<file path="config.mk">
export PLATFORM = sky130hd
export DESIGN_NAME = pac_game_ctrl
export DESIGN_NICKNAME = d
export VERILOG_FILES = /design/src/rtl/pac_game_pkg.sv /design/src/rtl/pac_hit_det.sv /design/src/rtl/pac_game_ctrl.sv
export SDC_FILE = /design/constraint.sdc
export NUM_CORES = 1
export LEC_CHECK = 0
export CORE_ASPECT_RATIO = 2
export CORE_MARGIN = 2
export CORE_UTILIZATION = 35
export CTS_CLUSTER_DIAMETER = 80
export DETAILED_ROUTE_END_ITERATION = 16
export HOLD_SLACK_MARGIN = 0.12
export PLACE_DENSITY = 0.61
export SYNTH_ARGS = -nofsm -noshare
export SYNTH_HDL_FRONTEND = slang
export SYNTH_SLANG_ARGS = --single-unit
</file>
<file path="constraint.sdc">
create_clock -name clk -period 8.2 [get_ports clk]
set_clock_uncertainty 0.2 [all_clocks]
set_input_delay 2.46 -clock clk [delete_from_list [all_inputs] [get_ports clk]]
set_output_delay 2.46 -clock clk [all_outputs]
set_load 0.02 [all_outputs]
</file>
<file path="src/rtl/pac_game_pkg.sv">
// ============================================================================
// Module   : pac_game_pkg
// Brief    : Shared state encoding and coordinate widths for the game controller
// Revision : 1.0
// ============================================================================
`default_nettype none

package pac_game_pkg;

  typedef enum logic [2:0] {
    ST_IDLE  = 3'd0,
    ST_PLAY  = 3'd1,
    ST_DYING = 3'd2,
    ST_OVER  = 3'd3,
    ST_WIN   = 3'd4
  } state_t;

  localparam int X_W          = 10;
  localparam int Y_W          = 9;
  localparam int HIT_DIST_DEF = 16;

endpackage

`default_nettype wire

</file>
<file path="src/rtl/pac_hit_det.sv">
// ============================================================================
// Module   : pac_hit_det
// Brief    : Combinational hit-box test of one ghost against Pac-Man
// Revision : 1.0
// ============================================================================
`default_nettype none

module pac_hit_det
  import pac_game_pkg::*;
#(
  parameter int HIT_DIST = HIT_DIST_DEF
) (
  input  logic [X_W-1:0] i_pac_x,
  input  logic [X_W-1:0] i_pac_y,
  input  logic [X_W-1:0] i_ghost_x,
  input  logic [Y_W-1:0] i_ghost_y,
  output logic           o_hit
);

  localparam logic [X_W:0] c_DIST = (X_W+1)'(HIT_DIST);

  logic [X_W-1:0] w_gy;
  logic [X_W-1:0] w_dx;
  logic [X_W-1:0] w_dy;

  assign w_gy  = {{(X_W-Y_W){1'b0}}, i_ghost_y};
  assign w_dx  = (i_pac_x >= i_ghost_x) ? (i_pac_x - i_ghost_x) : (i_ghost_x - i_pac_x);
  assign w_dy  = (i_pac_y >= w_gy) ? (i_pac_y - w_gy) : (w_gy - i_pac_y);
  // Strict less-than: a distance of exactly HIT_DIST is a near miss.
  assign o_hit = ({1'b0, w_dx} < c_DIST) && ({1'b0, w_dy} < c_DIST);

endmodule

`default_nettype wire

</file>
<file path="src/rtl/pac_game_ctrl.sv">
// ============================================================================
// Module   : pac_game_ctrl
// Brief    : Game-state FSM: N-ghost collisions, lives, death freeze, win/over.
//            Optional power-pellet mode enabled by defining PAC_POWER_EN.
// Revision : 1.0
// ============================================================================
`default_nettype none

module pac_game_ctrl
  import pac_game_pkg::*;
#(
  parameter int N_GHOST      = 4,
  parameter int HIT_DIST     = HIT_DIST_DEF,
  parameter int LIVES        = 3,
  parameter int FREEZE_TICKS = 60,
  parameter int LW           = 3
`ifdef PAC_POWER_EN
  ,
  parameter int POWER_TICKS  = 300
`endif
) (
  input  logic                   clk,
  input  logic                   rst,
  input  logic                   tick,
  input  logic                   start,
  input  logic [X_W-1:0]         pac_x,
  input  logic [X_W-1:0]         pac_y,
  input  logic [X_W*N_GHOST-1:0] ghost_x,
  input  logic [Y_W*N_GHOST-1:0] ghost_y,
  input  logic                   all_eaten,
`ifdef PAC_POWER_EN
  input  logic                   power,
  output logic                   frightened,
  output logic [N_GHOST-1:0]     ghost_eaten,
`endif
  output logic [2:0]             state,
  output logic [LW-1:0]          lives,
  output logic [N_GHOST-1:0]     hit_vec,
  output logic                   freeze,
  output logic                   respawn,
  output logic                   over
);

  localparam int            TW       = 16;
  localparam logic [TW-1:0] c_FREEZE = (FREEZE_TICKS == 0) ? TW'(1) : TW'(FREEZE_TICKS);
  localparam logic [LW-1:0] c_LIVES  = LW'(LIVES);

  state_t               r_state, w_state_nx;
  logic [LW-1:0]        r_lives, w_lives_nx;
  logic [TW-1:0]        r_timer, w_timer_nx;
  logic                 r_respawn, w_respawn_nx;
  logic [N_GHOST-1:0]   r_hit_vec, w_hit_raw, w_hit_eff;

  for (genvar i = 0; i < N_GHOST; i++) begin : g_hit
    pac_hit_det #(.HIT_DIST(HIT_DIST)) u_det (
      .i_pac_x   (pac_x),
      .i_pac_y   (pac_y),
      .i_ghost_x (ghost_x[X_W*i +: X_W]),
      .i_ghost_y (ghost_y[Y_W*i +: Y_W]),
      .o_hit     (w_hit_raw[i])
    );
  end

`ifdef PAC_POWER_EN
  localparam logic [15:0] c_POWER = 16'(POWER_TICKS);

  logic [15:0]        r_ptimer;
  logic [N_GHOST-1:0] r_eaten, r_ghost_eaten;
  logic               w_fright_play;

  assign frightened    = (r_ptimer != '0);
  assign w_fright_play = frightened && (r_state == ST_PLAY);
  // An eaten ghost stays harmless until it separates from Pac-Man.
  assign w_hit_eff     = w_fright_play ? '0 : (r_hit_vec & ~r_eaten);
  assign ghost_eaten   = r_ghost_eaten;

  always_ff @(posedge clk) begin
    if (rst) begin
      r_ptimer      <= '0;
      r_eaten       <= '0;
      r_ghost_eaten <= '0;
    end else begin
      r_ghost_eaten <= w_fright_play ? (r_hit_vec & ~r_eaten) : '0;
      r_eaten       <= (r_eaten & r_hit_vec) | (w_fright_play ? r_hit_vec : '0);
      if ((r_state != ST_PLAY) || (w_state_nx != ST_PLAY))
        r_ptimer <= '0;
      else if (power)
        r_ptimer <= c_POWER;
      else if (tick && frightened)
        r_ptimer <= r_ptimer - 16'd1;
    end
  end
`else
  assign w_hit_eff = r_hit_vec;
`endif

  always_comb begin
    w_state_nx   = r_state;
    w_lives_nx   = r_lives;
    w_timer_nx   = r_timer;
    w_respawn_nx = 1'b0;
    case (r_state)
      ST_IDLE, ST_OVER, ST_WIN: begin
        if (start) begin
          w_state_nx   = ST_PLAY;
          w_lives_nx   = c_LIVES;
          w_respawn_nx = 1'b1;
        end
      end
      ST_PLAY: begin
        if (all_eaten) begin
          w_state_nx = ST_WIN;
        end else if (|w_hit_eff) begin
          if (r_lives <= LW'(1)) begin
            w_lives_nx = '0;
            w_state_nx = ST_OVER;
          end else begin
            w_lives_nx = r_lives - LW'(1);
            w_timer_nx = c_FREEZE;
            w_state_nx = ST_DYING;
          end
        end
      end
      ST_DYING: begin
        if (tick) begin
          if (r_timer <= TW'(1)) begin
            w_timer_nx   = '0;
            w_respawn_nx = 1'b1;
            w_state_nx   = ST_PLAY;
          end else begin
            w_timer_nx = r_timer - TW'(1);
          end
        end
      end
      default: w_state_nx = ST_IDLE;
    endcase
  end

  always_ff @(posedge clk) begin
    if (rst) begin
      r_state   <= ST_IDLE;
      r_lives   <= '0;
      r_timer   <= '0;
      r_respawn <= 1'b0;
      r_hit_vec <= '0;
    end else begin
      r_state   <= w_state_nx;
      r_lives   <= w_lives_nx;
      r_timer   <= w_timer_nx;
      r_respawn <= w_respawn_nx;
      r_hit_vec <= w_hit_raw;
    end
  end

  assign state   = r_state;
  assign lives   = r_lives;
  assign hit_vec = r_hit_vec;
  assign respawn = r_respawn;
  assign freeze  = (r_state != ST_PLAY);
  assign over    = (r_state == ST_OVER) || (r_state == ST_WIN);

endmodule

`default_nettype wire
</file>
==> flow_metrics.py, run 1 <==
metrics = {
    "power": {
        "switching_power_uw": 332,
        "intPower_uw": 415,
        "seqPwrFrac_pct": 18.3,
        "clkPwrFrac_pct": 16.9,
        "powerDensity_mw_per_mm2": 90.4,
        "ir_worst_vdd_mv": 0.0914,
        "p_comb_share_pct": 64.8,
        "power_leakage_uw": 0.00385,
        "switching_share_pct": 44.4,
    },
    "setup_path": {
        "crit_end": "hit_vec[1]$_SDFF_PP0_",
        "slowest_stage": "clkdlybuf4s50_1",
        "cp.depth": 12,
        "arrival_ns": 5.77,
        "crit_fanout": 10,
        "crit_family": "simple AND/OR/NAND/NOR gates",
        "crit_type": "primary input to flip-flop",
        "worstReg2RegStart": "state[0]$_SDFFE_PP0P_",
        "rr_endpoint": "r_timer[12]$_SDFFE_PP0P_",
        "end_kind": "flip-flop",
        "start_kind": "primary input",
        "r2r_cells": 9,
        "path_common_cell": "nand4_1",
        "path_buf_inv": 2,
        "worstPathRequired_ns": 8.19,
        "crit_chain": "clkdlybuf4s50_1 > inv_1 > ha_1 > nand4_1 > nor3_1 > a2111oi_4 > o31ai_2 > mux2i_1 > a21oi_1 > nor4b_1 > nand4_1 > nor4_1",
        "worst_path_largest_cell_delay_ns": 0.67,
        "reg2reg_slack_ns": 5.28,
        "cp-startpoint": "pac_y[6]",
    },
    "yosys": {
        "synth.distinct_cells": 86,
        "synth_most_common_cell": "ha_1",
        "synth_nets": 1195,
        "ys_top_cells_by_area": "ha_1 (28%), dfxtp_1 (7.9%), inv_1 (6.6%)",
        "netlist_instances": 943,
        "synth_edf_count": 0,
        "synth_common_cells": "ha_1 (151), inv_1 (121), a21oi_1 (89)",
        "synthesis.area_sq_mm": 0.00685,
        "yosysTopAreaCell": "ha_1",
        "ys_seq_area_share_pct": 7.89,
        "synth_top_flop_cell": "dfxtp_1",
        "ys.warnings.count": 0,
        "avgSynthCellArea_sq_um": 7.26,
        "yosys_register_bits": 27,
        "synth-async-reset-ratio_pct": 0,
        "yosys.area.top_type_share_pct": 27.6,
    },
    "detailed_routing": {
        "drt_iter0_markers": 315,
        "via_per_inst": 5.32,
        "wl_per_cell_um": 16.7,
        "firstDrtPassIters": 5,
        "num_vias": 6907,
        "antenna_left": 0,
        "wl_um": 21700,
        "drc": 0,
    },
    "floorplan": {
        "core_sq_mm": 0.0193,
        "die_y_um": 202,
        "die-area_sq_mm": 0.0208,
        "num_rows": 72,
        "start_util_pct": 35.5,
        "ios": 114,
        "die_x_um": 103,
    },
    "global_route": {
        "grt_pass1_vias": 7112,
        "track_usage_pct": 21.1,
        "grt-ovfl-total": 0,
        "grt_first_pass_wirelength_um": 34600,
        "grt_start_max_net_pins": 17,
        "antenna_found_initial": 2,
    },
    "placement": {
        "dp_hpwl_um": 18800,
        "portBuffers": 113,
        "dp_cells": 1293,
        "gp_congestion": 0.923,
        "post-place-ws_ns": 2.09,
    },
    "clocking": {
        "cts_made_buffers": 3,
        "hold_buffers": 0,
        "cts_setup_buffers": 0,
        "cts_resized": 0,
        "htree_levels": 1,
        "clockBufferDepth": 2,
        "cts_root_buf": "clkbuf_16",
        "clock-sinks": 27,
        "clkTransAtPathRegs_ns": 0.07,
        "clock_latency_ns": 0.29,
        "cts_tree": "yes",
    },
    "sta": {
        "post-route-period-util_pct": 70.4,
        "hold-worst-slack_ns": 0.303,
        "fin_tns_setup_ns": 0,
        "rsz0062_at_grt": "false",
        "worstMarginPinSlew_ns": 0.824,
        "hold_violations": 0,
        "finalCriticalPeriod_ns": 5.78,
        "timing.fmax_mhz": 173,
        "setup_viol": 0,
        "relSlewSlack_pct": 44.9,
        "slew_viol_final": 0,
        "setup_slack_ns": 2.42,
    },
    "min_path": {
        "hold_path_class": "flip-flop to flip-flop",
        "hp-start": "lives[2]$_SDFFE_PP0P_",
    },
    "layout": {
        "drive_above_1_share_pct": 3.85,
        "nNetsFinal": 1291,
        "syn_to_final_growth_pct": 20.8,
        "stdcell_count": 1299,
    },
    "run": {
        "drv_cap": 0,
    },
    "outcome": {
        "status": "completed",
    },
}
-- power by group through the flow --
stage | Combinational, uW | Clock (uW) | Sequential (uW)
final | 484 | 126 | 137
after global routing | 540 | 133 | 137
after CTS | 484 | 130 | 137
after detailed placement | 481 | 0 | 140
after global placement | 482 | 0 | 140
after floorplan | 325 | 0 | 141
-- cell usage in the layout (no fill, tap or decap), drive strengths merged, types with 8 or more instances in the layout --
master	instances
ha	151
xor2	21
nand2	57
nand2b	17
a21oi	92
a211oi	10
and2	9
clkdlybuf4s50	113
nand4	11
nor2b	14
o21a	11
xnor2	22
o21bai	12
nand3	13
or2	8
nor3	29
mux2i	9
a21o	19
a31oi	10
inv	122
o21ai	66
nor4	13
nor2	80
dfxtp	27
-- worst min-delay path by stage --
stage                               endpoint  slack, ns  cells after the start
CTS                    lives[2]$_SDFFE_PP0P_       0.31                      2
global placement    r_timer[14]$_SDFFE_PP0P_       0.28                      2
global route        r_timer[13]$_SDFFE_PP0P_       0.33                      2
floorplan           r_timer[14]$_SDFFE_PP0P_       0.26                      2
finish                 lives[2]$_SDFFE_PP0P_       0.30                      2
detailed placement  r_timer[15]$_SDFFE_PP0P_       0.30                      2
-- layout make-up --
class	count	area, sq um
clock buffers	3	75.1
repair buffers	113	1130
multi-input cells	772	5730
flip-flops and latches	27	541
clock inverters	1	5.00
inverters	122	458
diodes	2	5.00
well taps	259	324
fillers	2100	11000
-- per-layer routing --
| metal | vias up | wire length (um) | global-route usage (%) |
|---|---|---|---|
| met5 | - | 0 | 0 |
| met4 | 0 | 1750 | 14.9 |
| met3 | 71 | 720 | 1.76 |
| met2 | 210 | 11700 | 39.8 |
| met1 | 3106 | 7510 | 20.3 |
| li1 | 3520 | - | - |
-- metrics by stage --
stage          total power (uW)  util [%]  cell area [sq um]
6_report                    747      42.9               8270
4_1_cts                     751      42.9               8270
2_1_floorplan               466         -               6850
3_5_place_dp                621      42.5               8190
3_3_place_gp                622      42.5               8190
5_1_grt                     811      42.9               8270
-- worst min-delay path, delay by kind of cell, from the launching register on --
family	cells	cell delay, ns
AOI/OAI and AO/OA	1	0.05
DFF	1	0.34
and+or+nand+nor	1	0.06
-- cells by family after synthesis --
kind of cell | share of synthesized area [%]
AOI/OAI and AO/OA | 27.1
and+or+nand+nor | 21.4
adders and majority gates | 27.6
buffers and inverters | 8.39
xor gates and xnor gates | 5.50
DFF | 7.89
muxes | 2.14
-- state kept, by name (all words and copies together), names as in the netlist --
signal / flops
respawn: 1
lives: 3
state: 3
r_timer: 16
hit_vec: 4
Note: power is estimated with default switching activity, not from simulation.
==> run 2, diff against run 1 <==
--- a/config.mk
+++ b/config.mk
@@ -11,7 +11,7 @@
 export CTS_CLUSTER_DIAMETER = 80
 export DETAILED_ROUTE_END_ITERATION = 16
 export HOLD_SLACK_MARGIN = 0.12
-export PLACE_DENSITY = 0.61
+export PLACE_DENSITY = 0.64
 export SYNTH_ARGS = -nofsm -noshare
 export SYNTH_HDL_FRONTEND = slang
 export SYNTH_SLANG_ARGS = --single-unit
==> constraint.sdc (replaced) <==
create_clock -name clk -period 5.2 [get_ports clk]
set_clock_uncertainty 0.2 [all_clocks]
set_input_delay 1.56 -clock clk [delete_from_list [all_inputs] [get_ports clk]]
set_output_delay 1.56 -clock clk [all_outputs]
set_load 0.02 [all_outputs]
==> run 2 against run 1 <==
Effect of this change:
- count of clock-buffer cells in the layout grew 1
- clock power up 45%
- first-iteration DRC count shrank 12%
- combinational power is 61% higher
- sequential cell count is the same
- critical path type unchanged
==> flow_metrics.py, run 2 (synthesis results as in run 1) <==
metrics = {
    "detailed_routing": {
        "drt_iter0_markers": 278,
        "wl_um": 21400,
        "firstDrtPassIters": 5,
        "antenna_left": 0,
        "num_vias": 7018,
        "drc": 0,
        "via_per_inst": 5.31,
        "wl_per_cell_um": 16.2,
    },
    "global_route": {
        "grt-ovfl-total": 0,
        "grt_start_max_net_pins": 17,
        "antenna_found_initial": 1,
        "grt_first_pass_wirelength_um": 33500,
        "track_usage_pct": 20.2,
        "grt_pass1_vias": 6983,
    },
    "floorplan": {
        "start_util_pct": 35.5,
        "die_x_um": 103,
        "num_rows": 72,
        "core_sq_mm": 0.0193,
        "die_y_um": 202,
        "ios": 114,
        "die-area_sq_mm": 0.0208,
    },
    "clocking": {
        "cts_setup_buffers": 0,
        "cts_resized": 0,
        "hold_buffers": 0,
        "cts_made_buffers": 3,
        "clockBufferDepth": 2,
        "cts_tree": "yes",
        "htree_levels": 1,
        "cts_root_buf": "clkbuf_16",
        "clkTransAtPathRegs_ns": 0.07,
        "clock_latency_ns": 0.27,
        "clock-sinks": 27,
    },
    "sta": {
        "finalCriticalPeriod_ns": 4.69,
        "hold-worst-slack_ns": 0.295,
        "relSlewSlack_pct": 46.5,
        "rsz0062_at_grt": "false",
        "fin_tns_setup_ns": 0,
        "post-route-period-util_pct": 90.2,
        "worstMarginPinSlew_ns": 0.802,
        "hold_violations": 0,
        "setup_viol": 0,
        "slew_viol_final": 0,
        "timing.fmax_mhz": 213,
    },
    "setup_path": {
        "r2r_cells": 9,
        "worstReg2RegStart": "state[0]$_SDFFE_PP0P_",
        "rr_endpoint": "r_timer[12]$_SDFFE_PP0P_",
        "crit_end": "hit_vec[1]$_SDFF_PP0_",
        "crit_type": "primary input to flip-flop",
        "end_kind": "flip-flop",
        "cp-startpoint": "pac_y[4]",
        "arrival_ns": 4.66,
        "worstPathRequired_ns": 5.17,
        "start_kind": "primary input",
        "crit_fanout": 9,
        "reg2reg_slack_ns": 2.23,
    },
    "layout": {
        "largest_reg_flops": 16,
        "syn_to_final_growth_pct": 23.4,
        "regMostFlops": "r_timer",
        "fillers": 2089,
        "nNetsFinal": 1315,
        "final_common_cell": "ha_1",
        "drive_above_1_share_pct": 5.93,
        "most-common-layout-cells": "ha_1 (151), inv_1 (121), clkdlybuf4s50_1 (113), a21oi_1 (89), nor2_1 (80)",
    },
    "placement": {
        "portBuffers": 113,
        "gp_congestion": 0.915,
        "dp_hpwl_um": 18600,
    },
    "run": {
        "drv_cap": 0,
    },
    "power": {
        "powerDensity_mw_per_mm2": 140,
        "ir_worst_vdd_mv": 0.100,
        "power_leakage_uw": 0.00396,
    },
    "outcome": {
        "status": "completed",
    },
    "min_path": {
        "hold_path_class": "flip-flop to flip-flop",
        "worstHoldPathCells": 2,
    },
}
run 2: stage by stage:
step	worst slack, ns	util, %	area, sq um	total power [uW]	instances
after detailed placement	0.234	43.4	8370	993	1317
after floorplan	1.07	-	6850	735	943
final	0.509	43.8	8450	1180	1322
after global placement	0.290	43.4	8370	992	1317
after CTS	0.505	43.8	8440	1180	1321
after global routing	0.159	43.8	8450	1280	1322
run 2: layout make-up:
cell class                      instances  area [sq um]  share of cell area (%)
Clock buffer                            4          78.8                   0.933
Tap cell                              259           324                    3.84
Sequential cell                        27           541                    6.40
Antenna cell                            1          2.50                  0.0296
Timing Repair Buffer                  137          1310                    15.5
Multi-Input combinational cell        772          5730                    67.9
Inverter                              122           458                    5.42
run 2: metal layers:
metal | vias up | wire length (um) | global-route usage (%)
met3 | 60 | 535 | 1.35
met1 | 3216 | 7680 | 19.5
met5 | - | 0 | 0
met2 | 178 | 11900 | 40.6
li1 | 3564 | - | -
met4 | 0 | 1210 | 10.1
run 2: worst min-delay path by stage:
stage | startpoint | slack, ns | endpoint
2_1_floorplan | r_timer[14]$_SDFFE_PP0P_ | 0.26 | r_timer[14]$_SDFFE_PP0P_
3_3_place_gp | r_timer[14]$_SDFFE_PP0P_ | 0.29 | r_timer[14]$_SDFFE_PP0P_
3_5_place_dp | lives[2]$_SDFFE_PP0P_ | 0.29 | lives[2]$_SDFFE_PP0P_
4_1_cts | lives[2]$_SDFFE_PP0P_ | 0.30 | lives[2]$_SDFFE_PP0P_
5_1_grt | r_timer[14]$_SDFFE_PP0P_ | 0.32 | r_timer[14]$_SDFFE_PP0P_
6_report | r_timer[15]$_SDFFE_PP0P_ | 0.29 | r_timer[15]$_SDFFE_PP0P_
run 2: power breakdown:
part	internal [uW]	leakage, uW	switching, uW
logic	352	0.00371	429
registers	210	0.000219	5.44
clock network	105	0.0000382	77.7
total	668	0.00396	512
run 2: worst max-delay path, stage by stage:
cell             delay (ns)
clkdlybuf4s50_1        0.57
inv_1                  0.14
ha_1                   0.43
o21a_1                 0.18
o21a_1                 0.11
o21ai_1                0.09
o31ai_2                0.57
mux2i_1                0.25
a21oi_1                0.09
nor4b_1                0.32
nand4_1                0.13
nor4_1                 0.23
==> run 3, diff against run 2 <==
--- a/config.mk
+++ b/config.mk
@@ -8,7 +8,6 @@
 export CORE_ASPECT_RATIO = 2
 export CORE_MARGIN = 2
 export CORE_UTILIZATION = 35
-export CTS_CLUSTER_DIAMETER = 80
 export DETAILED_ROUTE_END_ITERATION = 16
 export HOLD_SLACK_MARGIN = 0.12
 export PLACE_DENSITY = 0.64
==> results of run 3 <==
Final layout, timing and power as in run 2 (identical DEF).
